`src/rtl/cart_cpu_bus_bridge.sv`:
```
// cart_cpu_bus_bridge: cartridge-side CPU bus front end.
// Classifies each CPU access, strobes mapper register writes, and runs the
// PRG ROM/RAM request/ack handshake with a bounded wait. Also keeps the
// open-bus value and registers the active-low CPU IRQ.
// Optional feature: define CART_BUS_RMW_FILTER_EN to suppress the second of
// two back-to-back mapper register writes (6502 read-modify-write dummy write).
module cart_cpu_bus_bridge #(
  parameter int unsigned TIMEOUT_CYCLES = 255
) (
  input  logic        clk_i,
  input  logic        rst_n_i,
  input  logic        cpu_req_i,
  input  logic        cpu_wr_i,
  input  logic [15:0] cpu_addr_i,
  input  logic [7:0]  cpu_wr_data_i,
  output logic        cpu_ack_o,
  output logic [7:0]  cpu_rd_data_o,
  output logic        busy_o,
  output logic        mapper_wr_o,
  output logic [14:0] mapper_addr_o,
  output logic [7:0]  mapper_wr_data_o,
  output logic [14:0] prg_rom_addr_o,
  output logic [12:0] prg_ram_addr_o,
  input  logic        prg_ram_en_i,
  input  logic        prg_ram_wr_en_i,
  input  logic        mapper_irq_i,
  output logic        mem_req_o,
  output logic        mem_sel_o,
  output logic        mem_wr_o,
  output logic [7:0]  mem_wr_data_o,
  input  logic        mem_ack_i,
  input  logic [7:0]  mem_rd_data_i,
  output logic        timeout_o,
  output logic        cpu_irq_n_o
);

  typedef enum logic [1:0] {S_IDLE, S_MEM, S_ACK} state_e;
  typedef enum logic [2:0] {K_OPEN, K_MAPPER_WR, K_ROM_RD, K_RAM_RD, K_RAM_WR, K_DROP} kind_e;

  // Last counter value before the wait is abandoned.
  localparam logic [7:0] TO_LAST = 8'(TIMEOUT_CYCLES - 1);

  state_e      state_q, state_d;
  kind_e       kind_q, kind_d, dec_kind;
  logic        wr_q, wr_d;
  logic [14:0] addr_q, addr_d;
  logic [7:0]  wdata_q, wdata_d;
  logic [7:0]  rdata_q, rdata_d;
  logic [7:0]  open_q, open_d;
  logic [7:0]  cnt_q, cnt_d;
  logic        to_q, to_d;
  logic        irq_n_q;
  logic        accept;

  assign accept = (state_q == S_IDLE) && cpu_req_i;

  // Classify the access presented on the CPU bus.
  always_comb begin
    dec_kind = K_OPEN;
    if (cpu_addr_i[15]) begin
      dec_kind = cpu_wr_i ? K_MAPPER_WR : K_ROM_RD;
    end else if (cpu_addr_i[14:13] == 2'b11) begin
      if (cpu_wr_i) dec_kind = (prg_ram_en_i && prg_ram_wr_en_i) ? K_RAM_WR : K_DROP;
      else          dec_kind = prg_ram_en_i ? K_RAM_RD : K_OPEN;
    end
  end

  // Access sequencer: next state and datapath updates.
  always_comb begin
    state_d = state_q;
    kind_d  = kind_q;
    wr_d    = wr_q;
    addr_d  = addr_q;
    wdata_d = wdata_q;
    rdata_d = rdata_q;
    open_d  = open_q;
    cnt_d   = cnt_q;
    to_d    = to_q;
    case (state_q)
      S_IDLE: begin
        if (cpu_req_i) begin
          kind_d  = dec_kind;
          wr_d    = cpu_wr_i;
          addr_d  = cpu_addr_i[14:0];
          wdata_d = cpu_wr_data_i;
          // Non-memory reads return the open-bus value unchanged.
          rdata_d = open_q;
          cnt_d   = 8'd0;
          if (dec_kind == K_ROM_RD || dec_kind == K_RAM_RD || dec_kind == K_RAM_WR)
            state_d = S_MEM;
          else
            state_d = S_ACK;
        end
      end
      S_MEM: begin
        // An ack in the final counted cycle takes priority over the timeout.
        if (mem_ack_i) begin
          rdata_d = mem_rd_data_i;
          state_d = S_ACK;
        end else if (cnt_q == TO_LAST) begin
          to_d    = 1'b1;
          rdata_d = open_q;
          state_d = S_ACK;
        end else begin
          cnt_d = cnt_q + 8'd1;
        end
      end
      S_ACK: begin
        state_d = S_IDLE;
        if (wr_q)                  open_d = wdata_q;
        else if (kind_q != K_OPEN) open_d = rdata_q;
      end
      default: state_d = S_IDLE;
    endcase
  end

  // Sequencer and datapath registers.
  always_ff @(posedge clk_i or negedge rst_n_i) begin
    if (!rst_n_i) begin
      state_q <= S_IDLE;
      kind_q  <= K_OPEN;
      wr_q    <= 1'b0;
      addr_q  <= '0;
      wdata_q <= '0;
      rdata_q <= '0;
      open_q  <= '0;
      cnt_q   <= '0;
      to_q    <= 1'b0;
    end else begin
      state_q <= state_d;
      kind_q  <= kind_d;
      wr_q    <= wr_d;
      addr_q  <= addr_d;
      wdata_q <= wdata_d;
      rdata_q <= rdata_d;
      open_q  <= open_d;
      cnt_q   <= cnt_d;
      to_q    <= to_d;
    end
  end

  // IRQ resynchronised to active-low, independent of the sequencer.
  always_ff @(posedge clk_i or negedge rst_n_i) begin
    if (!rst_n_i) irq_n_q <= 1'b1;
    else          irq_n_q <= ~mapper_irq_i;
  end

`ifdef CART_BUS_RMW_FILTER_EN
  logic prev_mwr_q, filt_q;

  // Remember whether the previous accepted request was a mapper write.
  always_ff @(posedge clk_i or negedge rst_n_i) begin
    if (!rst_n_i) begin
      prev_mwr_q <= 1'b0;
      filt_q     <= 1'b0;
    end else if (accept) begin
      prev_mwr_q <= (dec_kind == K_MAPPER_WR);
      filt_q     <= (dec_kind == K_MAPPER_WR) && prev_mwr_q;
    end
  end

  assign mapper_wr_o = (state_q == S_ACK) && (kind_q == K_MAPPER_WR) && !filt_q;
`else
  assign mapper_wr_o = (state_q == S_ACK) && (kind_q == K_MAPPER_WR);
`endif

  assign cpu_ack_o        = (state_q == S_ACK);
  assign cpu_rd_data_o    = rdata_q;
  assign busy_o           = (state_q != S_IDLE);
  assign mapper_addr_o    = addr_q;
  assign mapper_wr_data_o = wdata_q;
  assign prg_rom_addr_o   = addr_q;
  assign prg_ram_addr_o   = addr_q[12:0];
  assign mem_req_o        = (state_q == S_MEM);
  assign mem_sel_o        = mem_req_o && (kind_q == K_RAM_RD || kind_q == K_RAM_WR);
  assign mem_wr_o         = mem_req_o && (kind_q == K_RAM_WR);
  assign mem_wr_data_o    = wdata_q;
  assign timeout_o        = to_q;
  assign cpu_irq_n_o      = irq_n_q;

endmodule

```
`config.mk`:
```
export PLATFORM = sky130hd
export DESIGN_NAME = cart_cpu_bus_bridge
export DESIGN_NICKNAME = d
export VERILOG_FILES = /design/src/rtl/cart_cpu_bus_bridge.sv
export SDC_FILE = /design/constraint.sdc
export NUM_CORES = 1
export LEC_CHECK = 0
export ABC_CLOCK_PERIOD_IN_PS = 1870
export BUFFER_PORTS_ARGS = -buffer_cell sky130_fd_sc_hd__buf_2
export CAP_MARGIN = 10
export CORE_UTILIZATION = 48
export CTS_CLUSTER_SIZE = 30
export DETAILED_ROUTE_END_ITERATION = 8
export GPL_ROUTABILITY_DRIVEN = 1
export PLACE_DENSITY = 0.78
export RECOVER_POWER = 25
export SKIP_LAST_GASP = 1
export SYNTH_ARGS = -nofsm -noshare
export SYNTH_HDL_FRONTEND = slang
export SYNTH_SLANG_ARGS = --single-unit
```
`constraint.sdc`:
```
create_clock -name clk_i -period 1.87 [get_ports clk_i]
set_input_delay 0.374 -clock clk_i [delete_from_list [all_inputs] [get_ports clk_i]]
set_output_delay 0.374 -clock clk_i [all_outputs]
set_load 0.005 [all_outputs]
```
Yosys cells after proc, flatten, opt, wreduce, memory -nomap -nowiden. Index checks and enable logic that the tools add are counted.

Input port bits: 40. Word-level logic and storage cells: 66. Bits in registers: 55. Output and inout bits: 75.

Bitwise logic cells: 2. Multiplexer cells: 21. $add $sub $neg: 1. Equality and inequality tests: 14. Reduce and logical (&&, ||, !) cells: 18.

Operator list (number): $mux 8 (8); $pmux 8 s2 (2); $mux 2 (6); $eq 3x2->1 const B (3); $mux 3 (3); $add 8x1->8 const B (1); $eq 8x8->1 const B (1); $eq 3x3->1 const B (2); $ne 2x2->1 const B (3); $reduce_and 2->1 (3); $reduce_and 3->1 (2); $reduce_bool 2->1 (3); $eq 2x2->1 const B (2); $logic_and 1x1->1 (4); $pmux 2 s2 (1); $reduce_and 4->1 (1); $eq 3x1->1 const B (1); $logic_or 1x1->1 (3); $ne 3x1->1 const B (1); $reduce_bool 3->1 (1); $eq 2x1->1 const B (1); $logic_not 2->1 (1); $not 1->1 (2); $mux 1 (1).

Longest topological paths before layout. Gate-level depths: netlist of the first run.

Word-level depth: 11. Gate-level depth with buffers: 7.

Worst setup path before layout of the first run. Ideal clock, no wire load.

Path type: register to register. Start: reg cnt_q[0]. End: reg rdata_q[0] (netlist: cpu_rd_data_o[0]). Library setup time: 0.125 ns. Period minus slack after synthesis: 1.681 ns. Data arrival time: 1.557 ns. Path slack: 0.189 ns. Stages on the path, launching flop included: 8. Cell sequence: dfrtp_1 > inv_1 > ha_1 > nand3_1 > o21ai_4 > and2_1 > buf_6 > mux2_2.

Longest elaborated chain between the ends: 3.

Ends and longest elaborated chain: start, declared (RTL line 50) `logic [7:0] cnt_q, cnt_d;`; start signal, assigned (RTL line 137) `cnt_q <= cnt_d;`; $eq 8x8->1 (RTL line 100) `end else if (cnt_q == TO_LAST) begin`; $ne 3x1->1 (no line); $reduce_and 3->1 (no line); end signal, assigned (RTL line 135) `rdata_q <= rdata_d;`; end, declared (RTL line 48) `logic [7:0] rdata_q, rdata_d;`.

Every way passes these cells. A chain may end at the register's enable or synchronous reset.

Worst setup path in the final report of the first run.
Start: reg cnt_q[1]. End: reg rdata_q[1] (netlist: cpu_rd_data_o[1]).

Same word-level chain as after synthesis.

==> metrics.md, run 1 <==
| Metric | Value |
|---|---|
| Vias in the first global route | between 2000 and 2500 |
| Post-DP HPWL | between 4000 and 5000 microns |
| Detailed Routing Iterations Pass 1 | 4 |
| First-pass GRT wire length | ~9500 microns |
| Worst reg2reg path startpoint | cnt_q[1]$_DFFE_PN0P_ |
| Area grow syn2layout | 17.7% |
| Initial Util | approximately half |
| Compound-Gate Fraction of Synth Area | roughly 8.3% |
| Final period utilization | 93.4% |
| Synth async-reset ratio | between 90% and 100% |
| Gr usage total | between 10% and 20% |
| TritonCTS clock tree | built |
| Switching Share | a little over a third |
| Clock power share | 18.1% |
| GPL Wtd Cong | 0.838 |
| Area share of fa/ha/maj cells after synthesis | less than 1% |
| Power per standard cell area | between 1000 and 1500 nW/um^2 |
| Multi-input logic area | ~1100 sq um |
| Drt drc | 0 |
| Overall Power | between 3000 and 4000 uW |
| Logic pwr share | roughly 36% |
| CTS H-tree lvls | 2 |
| Top cells by area, synth | dfrtp_1 (47%), nand2_1 (11%), buf_4 (9.4%) |
| GRT overflow | 0 |
| Setup WS post-layout | between 0.1 and 0.15 ns |
| # nets final | roughly 430 |
| Die W | 79.2 microns |
| Clk_lat worst skew | roughly 0.32 ns |
| Worst hold start | mapper_irq_i |
| Worst slew pin tran | around 1.3 ns |
| Max-slew violations | 0 |
| Portion of netlist area occupied by mux cells | between 10% and 20% |
| CP arrival | 1.96 ns |
| Largest family of logic cells by synthesized area | simple AND/OR/NAND/NOR gates |
| CP required | between 2 and 2.5 ns |
| Filler Cells Inserted | around 480 |
| Post-synth top flop | dfrtp_1 |
| CTS buffer count | 5 |
| Initial antenna violation count | 0 |
| Worst slack at placement | approximately 0.11 ns |
| Net Sw Power | ~1400 uW |
| Hold Path Stages | 2 |
| Kind of critical path | reg2reg |
| Vias per cell | approximately 5 |
| Flip-flop and latch area | approximately 1400 sq um |
| DR vias | ~2300 |
| Final setup viols | 0 |
| Final setup skew | between 0.01 and 0.015 ns |
| Startpoint Class | flip-flop |
| Max-cap check violation count | 0 |
| CTS resizes | 0 |
| Worst-path clk slew | about 0.11 ns |
| RSZ-0062 raised after global routing | no |
| Synth Area in Simple Gates | approximately a fifth |
| Netlist cell types | 39 |
| Setup crit end kind | flip-flop |
| Port bufs | approximately 110 |
| CTS sink cnt | 55 |
| Mean Syn Cell Area | 9.48 sq um |
| Flops & latches, synth | between 50 and 60 |
| Total routed wirelength | slightly below 6000 microns |
| Cell internal pwr | 2560 uW |
| Min Tclk post-route | around 1.7 ns |
| Slew headroom | roughly an eighth |
| Part of the Yosys area used for sequential elements | between 40% and 50% |
| Crit-path max FO | 9 |
| Syn Std Cell Area | about 2900 sq um |
| Post-Synth XOR/XNOR Area | 0% |
| Clk buf depth | 2 |
| Routed len/inst | 12.6 microns |
| DRT antenna net count | 0 |
| Area leader, netlist | dfrtp_1 |
| Post-route non-filler standard cell count | around 460 |
| Setup TNS | 0 ns |
| Antenna diodes | 0 |
| Postcts setup bufs | 0 |
| YS warnings | 0 |
| DP Cell Count | approximately 450 |
| Root buf cell | clkbuf_8 |
| Synthesized net count | 344 |
| Core ar. | 5640 sq um |
| Worst vdd ir | between 0.6 and 0.7 mV |
| I/O pin cnt | approximately 120 |
| CTS Hold Bufs | 0 |
| FMAX | around 0.57 GHz |
| Area share of the largest cell type after synthesis | 47.2% |
| Worst hold path class | in2reg |
| Die H | between 70 and 80 microns |
| Mapped Cells | about 300 |
| Outcome | finished clean |
| Hold path endpoint | cpu_irq_n_o$_DFF_PN1_ |
| Reg2reg end | cpu_rd_data_o[1]$_DFFE_PN0P_ |
| 1st-iter DRT viols | between 90 and 100 |
| Cell row count | 27 |
| Final hold violation count | 0 |
| Pin count of the biggest net entering global routing | 56 |
| R2r worst-path depth | 5 |
| R2R Setup Slk | roughly 0.12 ns |
| Fraction of layout cells with a size suffix above 1 | ~40% |
| Post-synth EDFFs | 0 |
| Die Footprint | between 6000 and 7000 sq um |
| Leakage power | between 0.0015 and 0.002 uW |
| Sequential power share | 46.4% |
[synthesized netlist by cell type (3+ instances only)]
| cell | number |
|---|---|
| inv_1 | 8 |
| o21ai_0 | 4 |
| nand2b_1 | 4 |
| mux2i_1 | 14 |
| nor2_1 | 20 |
| dfrtp_1 | 54 |
| nand3_1 | 3 |
| mux2_2 | 16 |
| a21oi_1 | 14 |
| buf_4 | 36 |
| nand2_1 | 86 |
| buf_2 | 6 |
[kinds of logic after synthesis]
| logic type | count (synthesis) |
|---|---|
| multiplexers | 30 |
| adder cells (fa/ha/maj) | 2 |
| AND/OR/NAND/NOR | 127 |
| AO/OA/AOI/OAI | 34 |
| buffers and inverters | 54 |
| flip-flops | 55 |
[flip-flops by register name, summed over array words and instances, names as in the netlist]
register / flops
state_q: 2
cnt_q: 8
mapper_wr_data_o: 8
cpu_irq_n_o: 1
wr_q: 1
cpu_rd_data_o: 8
open_q: 8
timeout_o: 1
mapper_addr_o: 15
kind_q: 3
[placed cells by master, fill, tap and decap left out, drive strengths merged, types with 3 or more instances in the layout]
cell type	Yosys	routed
buf	44	122
nand2	87	87
dfrtp	54	54
nor2	20	20
mux2	16	16
a21oi	14	14
mux2i	14	14
inv	8	10
clkbuf	2	6
nand2b	5	5
o21ai	5	5
nand3	3	3
[layout make-up]
cell class | count | share of cell area [%]
sequential | 55 | 40.9
multi-input combinational | 193 | 33.6
timing repair buffer | 123 | 18.9
tap | 72 | 2.67
clock buffer | 5 | 2.04
clock inverter | 3 | 1.00
inverter | 8 | 0.892
[per-stage QoR]
| step | cell area (sq um) | hold slack, ns | utilization (%) |
|---|---|---|---|
| finish | 3370 | 0.152 | 59.7 |
| global route | 3370 | 0.139 | 59.7 |
| floorplan | 2860 | 0.0784 | - |
| CTS | 3380 | 0.0469 | 60.0 |
| global placement | 3280 | 0.393 | 58.2 |
| detailed placement | 3280 | 0.398 | 58.2 |
[power groups by stage]
stage,registers [uW],clock network (uW),logic [uW]
after floorplan,1820,0,1030
after global placement,1830,0,1370
after detailed placement,1840,0,1420
after CTS,1820,737,1420
after global routing,1880,778,1590
final,1820,712,1390
[critical path: stages (launching register included)]
cell     delay [ns]
dfrtp_1        0.44
ha_1           0.17
nand3_1        0.12
o21ai_4        0.15
and2_1         0.37
mux2_2         0.39
[worst max path at each step]
| stage | cells past startpoint | slack (ns) | startpoint | endpoint |
|---|---|---|---|---|
| final | 5 | 0.12 | cnt_q[1]$_DFFE_PN0P_ | cpu_rd_data_o[1]$_DFFE_PN0P_ |
| after global routing | 5 | 0.01 | cnt_q[1]$_DFFE_PN0P_ | cpu_rd_data_o[3]$_DFFE_PN0P_ |
| after CTS | 5 | 0.10 | cnt_q[1]$_DFFE_PN0P_ | cpu_rd_data_o[1]$_DFFE_PN0P_ |
| after detailed placement | 5 | 0.11 | cnt_q[1]$_DFFE_PN0P_ | cpu_rd_data_o[1]$_DFFE_PN0P_ |
| after global placement | 5 | 0.16 | cnt_q[1]$_DFFE_PN0P_ | cpu_rd_data_o[1]$_DFFE_PN0P_ |
| after floorplan | 7 | 0.19 | cnt_q[0]$_DFFE_PN0P_ | cpu_rd_data_o[0]$_DFFE_PN0P_ |
[layer usage]
| layer | GRT usage, % | wire [microns] |
|---|---|---|
| met4 | 9.82 | 68 |
| met1 | 23.2 | 2520 |
| met3 | 2.87 | 335 |
| met5 | 0 | 0 |
| met2 | 34.1 | 2870 |
Power figures use the tool's default switching activity.
==> run 2, diff against run 1 <==
CORE_MARGIN = 1.5   (was unset)
==> run 2 against run 1 <==
  * Critical path depth stayed put
  * Global-route usage is 0.36 points higher
  * Clock skew is 0.0065 ns lower
  * Critical path type unchanged
  * Largest cell class unchanged
  * Highest routed layer unchanged
==> metrics.md, run 2 (same netlist as run 1, synthesis figures left out) <==
| Metric | Value |
|---|---|
| Initial antenna violation count | 0 (unchanged) |
| DR vias | 2281 (was 2259) |
| Slew headroom | 6.23% (was 12.3%) |
| I/O pin cnt | 115 (unchanged) |
| Multi-input logic area | 1140 sq um (was 1130 sq um) |
| Setup crit end kind | flip-flop (unchanged) |
| Clk_lat worst skew | 0.31 ns (was 0.32 ns) |
| Setup TNS | 0 ns (unchanged) |
| CTS Hold Bufs | 0 (unchanged) |
| Crit-path max FO | 8 (was 9) |
| RSZ-0062 raised after global routing | no (unchanged) |
| First-pass GRT wire length | 9690 microns (was 9490 microns) |
| CTS sink cnt | 55 (unchanged) |
| Worst hold path class | in2reg (unchanged) |
| Die H | 80.2 microns (was 79.2 microns) |
| Total routed wirelength | 6160 microns (was 5790 microns) |
| Startpoint Class | flip-flop (unchanged) |
| Filler Cells Inserted | 487 (was 476) |
| Worst slew pin tran | 1.41 ns (was 1.32 ns) |
| CTS H-tree lvls | 2 (unchanged) |
| Die W | 80.2 microns (was 79.2 microns) |
| Core ar. | 5640 sq um (unchanged) |
| FMAX | 0.572 GHz (was 0.573 GHz) |
| Port bufs | 114 (unchanged) |
| Clk buf depth | 2 (unchanged) |
| Overall Power | 3880 uW (was 3930 uW) |
| Final hold violation count | 0 (unchanged) |
| Power per standard cell area | 1150 nW/um^2 (was 1170 nW/um^2) |
| Most frequent cells in the layout | buf_2 (113), nand2_1 (85), dfrtp_1 (54) (was buf_2 (114), nand2_1 (86), dfrtp_1 (54)) |
| CP required | 2.07 ns (was 2.09 ns) |
| Placed cell area | 3280 sq um (about the same) |
| Post-route cell area | 3370 sq um (about the same) |
| # nets final | 426 (was 428) |
| Post-DP HPWL | 4480 microns (was 4270 microns) |
| Outcome | finished clean (unchanged) |
| Max-cap check violation count | 0 (unchanged) |
| Initial Util | 50.7% (unchanged) |
| Drt drc | 0 (unchanged) |
| CP arrival | 1.94 ns (was 1.96 ns) |
| Worst-path clk slew | 0.09 ns (was 0.11 ns) |
| Max FFs per register | 15 (unchanged) |
| Commonest non-fill, non-tap cell in the layout | buf_2 (unchanged) |
| CTS buffer count | 5 (unchanged) |
| Min Tclk post-route | 1.75 ns (about the same) |
| Routed len/inst | 13.5 microns (was 12.6 microns) |
| Area grow syn2layout | 17.6% (was 17.7%) |
| 1st-iter DRT viols | 85 (was 99) |
| Final setup viols | 0 (unchanged) |
| Gr usage total | 19.9% (was 19.5%) |
| TritonCTS clock tree | built (unchanged) |
| Vias per cell | 4.99 (was 4.92) |
| Pin count of the biggest net entering global routing | 33 (was 56) |
| Cell row count | 27 (unchanged) |
| Die Footprint | 6440 sq um (was 6280 sq um) |
| Final period utilization | 93.4% (about the same) |
| Vias in the first global route | 2142 (was 2101) |
| Detailed Routing Iterations Pass 1 | 4 (unchanged) |
| Flip-flop and latch area | 1380 sq um (unchanged) |
| Root buf cell | clkbuf_8 (unchanged) |
| Max-slew violations | 0 (unchanged) |
| DRT antenna net count | 0 (unchanged) |
| Leakage power | 0.00178 uW (was 0.00180 uW) |
| Fraction of layout cells with a size suffix above 1 | 39.5% (was 39.8%) |
| Final setup skew | 0.00669 ns (was 0.0132 ns) |
| Antenna diodes | 0 (unchanged) |
| Kind of critical path | reg2reg (unchanged) |
| GPL Wtd Cong | 0.798 (was 0.838) |
| GRT overflow | 0 (unchanged) |
| Worst vdd ir | 0.652 mV (was 0.655 mV) |
==> run 2: cell types whose count changed in the layout (fill, tap and decap cells not counted), sizes merged <==
cell      previous run  this run
buf                122       120
clkbuf               6         7
clkinvlp             0         1
inv                 10         8
==> run 2: final timing paths <==
kind / from / endpoint / slack, ns / cells after the start
min: mapper_irq_i / cpu_irq_n_o$_DFF_PN1_ / 0.16 / 2
max reg2reg: state_q[1]$_DFFE_PN0P_ / cpu_rd_data_o[4]$_DFFE_PN0P_ / 0.12 / 5
min in group asynchronous: rst_n_i / cnt_q[0]$_DFFE_PN0P_ / 0.37 / 1
max: state_q[1]$_DFFE_PN0P_ / cpu_rd_data_o[4]$_DFFE_PN0P_ / 0.12 / 5
min reg2reg: timeout_o$_DFFE_PN0P_ / timeout_o$_DFFE_PN0P_ / 0.50 / 1
max in group asynchronous: rst_n_i / cpu_rd_data_o[3]$_DFFE_PN0P_ / 0.67 / 2
==> run 2: timing repair <==
item	4_1_cts	5_1_grt
gates resized for setup	0	2
setup buffers	0	0
setup endpoints to repair	0	11
==> run 2: where the power goes <==
group / internal [uW] / switching (uW) / leakage [uW] / total (uW)
Sequential: 1540 / 280 / 0.000673 / 1820
Combinational: 740 / 684 / 0.00107 / 1420
Clock: 263 / 379 / 0.0000412 / 642
==> run 2: area by class of cell <==
| class | instances | area share (%) |
|---|---|---|
| inverter | 8 | 0.892 |
| clock inverter | 2 | 0.372 |
| timing repair buffer | 121 | 19.2 |
| tap | 72 | 2.68 |
| multi-input combinational | 193 | 33.8 |
| sequential | 55 | 40.9 |
| clock buffer | 6 | 2.16 |
==> run 2: layer usage <==
| layer | global-route usage [%] | wire length (microns) | part of all wire (%) |
|---|---|---|---|
| met1 | 23.6 | 2730 | 44 |
| met2 | 34.9 | 3000 | 49 |
| met3 | 3.64 | 350 | 5.7 |
| met4 | 8.45 | 83 | 1.3 |
| met5 | 0 | 0 | 0 |
==> run 2: worst max-delay path, cell delays in order, from the launching register on <==
cell and delay [ns]:
dfrtp_1 0.51, nand2b_4 0.23, inv_1 0.07, nand2_2 0.19
mux2_2 0.37, mux2_2 0.27
==> run 2: stage by stage <==
step	utilization [%]	setup slack, ns	hold slack [ns]	instances
global placement	58.1	0.144	0.398	449
CTS	59.6	0.0618	0.0645	457
detailed placement	58.1	0.0545	0.408	449
finish	59.7	0.123	0.159	457
floorplan	-	0.189	0.0784	302
global route	59.7	0.0519	0.156	457
==> run 3, diff against run 2 <==
ABC_CLOCK_PERIOD_IN_PS = 1530   (was 1870)
CORE_UTILIZATION = 44   (was 48)
PLACE_DENSITY = 0.76   (was 0.78)
clock period = 1.53 ns   (was 1.87 ns; I/O delays follow)
==> run 3 against run 2 <==
  * The flow now finishes with violations (negative setup slack)
  * Final cell count up 5.7%
  * Sequential cell count did not move
  * Die area up 8.7%
==> metrics.md, run 3 (same netlist as run 1, synthesis figures left out) <==
| Metric | Value |
|---|---|
| Slew headroom | 50.3% (was 6.23%) |
| Final setup viols | 11 (was 0) |
| Die W | 83.7 microns (was 80.2 microns) |
| Root buf cell | clkbuf_8 (unchanged) |
| Gr usage total | 18.6% (was 19.9%) |
| Worst vdd ir | 0.715 mV (was 0.652 mV) |
| # nets final | 447 (was 426) |
| Post-route non-filler standard cell count | 483 (was 457) |
| Worst hold path class | in2reg (unchanged) |
| 1st-iter DRT viols | 122 (was 85) |
| Cell row count | 29 (was 27) |
| Smallest hold slack | 0.0816 ns (was 0.159 ns) |
| Startpoint Class | flip-flop (unchanged) |
| FMAX | just over 0.6 GHz |
| Setup WS post-layout | -0.0813 ns (was 0.123 ns) |
| Worst-path clk slew | 0.10 ns (was 0.09 ns) |
| First-pass GRT wire length | 10700 microns (was 9690 microns) |
| CTS sink cnt | 55 (unchanged) |
| Port bufs | 114 (unchanged) |
| Leakage power | 0.00193 uW (was 0.00178 uW) |
| CP required | 1.22 ns (was 2.07 ns) |
| GPL Wtd Cong | 0.835 (was 0.798) |
| Vias in the first global route | 2265 (was 2142) |
| Routed len/inst | 13.4 microns (was 13.5 microns) |
| Most frequent cells in the layout | buf_2 (113), nand2_1 (84), dfrtp_1 (53) (was buf_2 (113), nand2_1 (85), dfrtp_1 (54)) |
| Worst slew pin tran | 0.745 ns (was 1.41 ns) |
| Die Footprint | 7000 sq um (was 6440 sq um) |
| Initial Util | 45.3% (was 50.7%) |
| Kind of critical path | reg2out (was reg2reg) |
| Pin count of the biggest net entering global routing | 56 (was 33) |
| Final hold violation count | 0 (unchanged) |
| DRT antenna net count | 0 (unchanged) |
| Antenna diodes | 0 (unchanged) |
| Post-DP HPWL | 4480 microns (about the same) |
| GRT overflow | 0 (unchanged) |
| DP Cell Count | 463 (was 449) |
| DR vias | 2392 (was 2281) |
| Failing checks | negative setup slack |
| CTS H-tree lvls | 2 (unchanged) |
| TritonCTS clock tree | built (unchanged) |
| Final period utilization | 105% |
| Core ar. | 6310 sq um (was 5640 sq um) |
| Max-slew violations | 0 (unchanged) |
| Total routed wirelength | 6480 microns (was 6160 microns) |
| Power per standard cell area | 1390 nW/um^2 (was 1150 nW/um^2) |
| Max-cap check violation count | 0 (unchanged) |
| Setup crit end kind | output pin (was flip-flop) |
| Final setup skew | 0.00642 ns (was 0.00669 ns) |
| Crit-path max FO | 3 (was 8) |
| CP arrival | 1.31 ns (was 1.94 ns) |
| Detailed Routing Iterations Pass 1 | 4 (unchanged) |
| Clk buf depth | 2 (unchanged) |
| Area grow syn2layout | 26.7% (was 17.6%) |
| I/O pin cnt | 115 (unchanged) |
| Placed cell area | 3360 sq um (was 3280 sq um) |
| Outcome | complete, but fails checks (was finished clean) |
| Post-route cell area | 3630 sq um (was 3370 sq um) |
| Fraction of layout cells with a size suffix above 1 | 45.6% (was 39.5%) |
| Vias per cell | 4.95 (was 4.99) |
| Drt drc | 0 (unchanged) |
| Overall Power | 5030 uW (was 3880 uW) |
| Max FFs per register | 15 (unchanged) |
| RSZ-0062 raised after global routing | yes (was no) |
| Min Tclk post-route | around 1.6 ns |
| Clk_lat worst skew | 0.32 ns (was 0.31 ns) |
| CTS buffer count | 5 (unchanged) |
| Die H | 83.7 microns (was 80.2 microns) |
| Commonest non-fill, non-tap cell in the layout | buf_2 (unchanged) |
| Initial antenna violation count | 0 (unchanged) |
## run 3: changes by cell type in the layout (fill, tap and decap cells not counted), sizes merged
cell,delta
inv,+1
clkbuf,-1
buf,+19
dlygate4sd3,+1
and2,+1
## run 3: per-layer routing
metal / GRT usage [%] / vias to the layer above / wire length [microns]
met2: 30.9 / 92 / 3240
met1: 24.7 / 1131 / 2770
met4: 6.11 / 0 / 105
li1: - / 1160 / -
met5: 0 / - / 0
met3: 3.36 / 9 / 365
## run 3: worst paths after layout
kind,start,endpoint,slack [ns],cells past startpoint
hold / removal,mapper_irq_i,cpu_irq_n_o$_DFF_PN1_,0.08,2
hold reg to reg,timeout_o$_DFFE_PN0P_,timeout_o$_DFFE_PN0P_,0.47,1
setup reg to reg,cnt_q[0]$_DFFE_PN0P_,cpu_rd_data_o[6]$_DFFE_PN0P_,-0.07,6
setup / recovery,state_q[1]$_DFFE_PN0P_,mapper_wr_o,-0.08,4
min in group asynchronous,rst_n_i,cnt_q[0]$_DFFE_PN0P_,0.70,3
max in group asynchronous,rst_n_i,state_q[0]$_DFFE_PN0P_,0.33,3
## run 3: area by class of cell
type	count	area (sq um)
Multi-Input combinational cell	194	1220
Tap cell	77	96.3
Inverter	8	30.0
Clock buffer	5	68.8
Sequential cell	55	1380
Fill cell	590	2690
Timing Repair Buffer	141	806
Clock inverter	3	23.8
## run 3: worst max-delay path: stages (launching register included)
cell	delay, ns
dfrtp_1	0.40
buf_6	0.12
and2b_1	0.17
and3_1	0.17
buf_2	0.13
## run 3: report_power, final
| part | internal, uW | leakage (uW) | switching (uW) |
|---|---|---|---|
| logic | 1070 | 0.00121 | 902 |
| clock network | 332 | 0.0000461 | 517 |
| registers | 1880 | 0.000671 | 329 |
## run 3: what timing repair did
item	4_1_cts	5_1_grt
endpoints found under the hold margin	54	0
buffers inserted	4	6
setup endpoints to repair	12	31
hold buffers	1	0
pin swaps	2	2
gates cloned	1	0
resized for setup	15	11
## run 3: through the flow
step	worst slack (ns)	TNS, ns	util [%]
after global placement	0.0223	0	53.2
after CTS	-0.0750	-0.441	56.2
after floorplan	-0.132	-1.06	-
final	-0.0813	-0.601	57.5
after global routing	-0.147	-1.68	57.5
after detailed placement	-0.0142	-0.0624	53.2
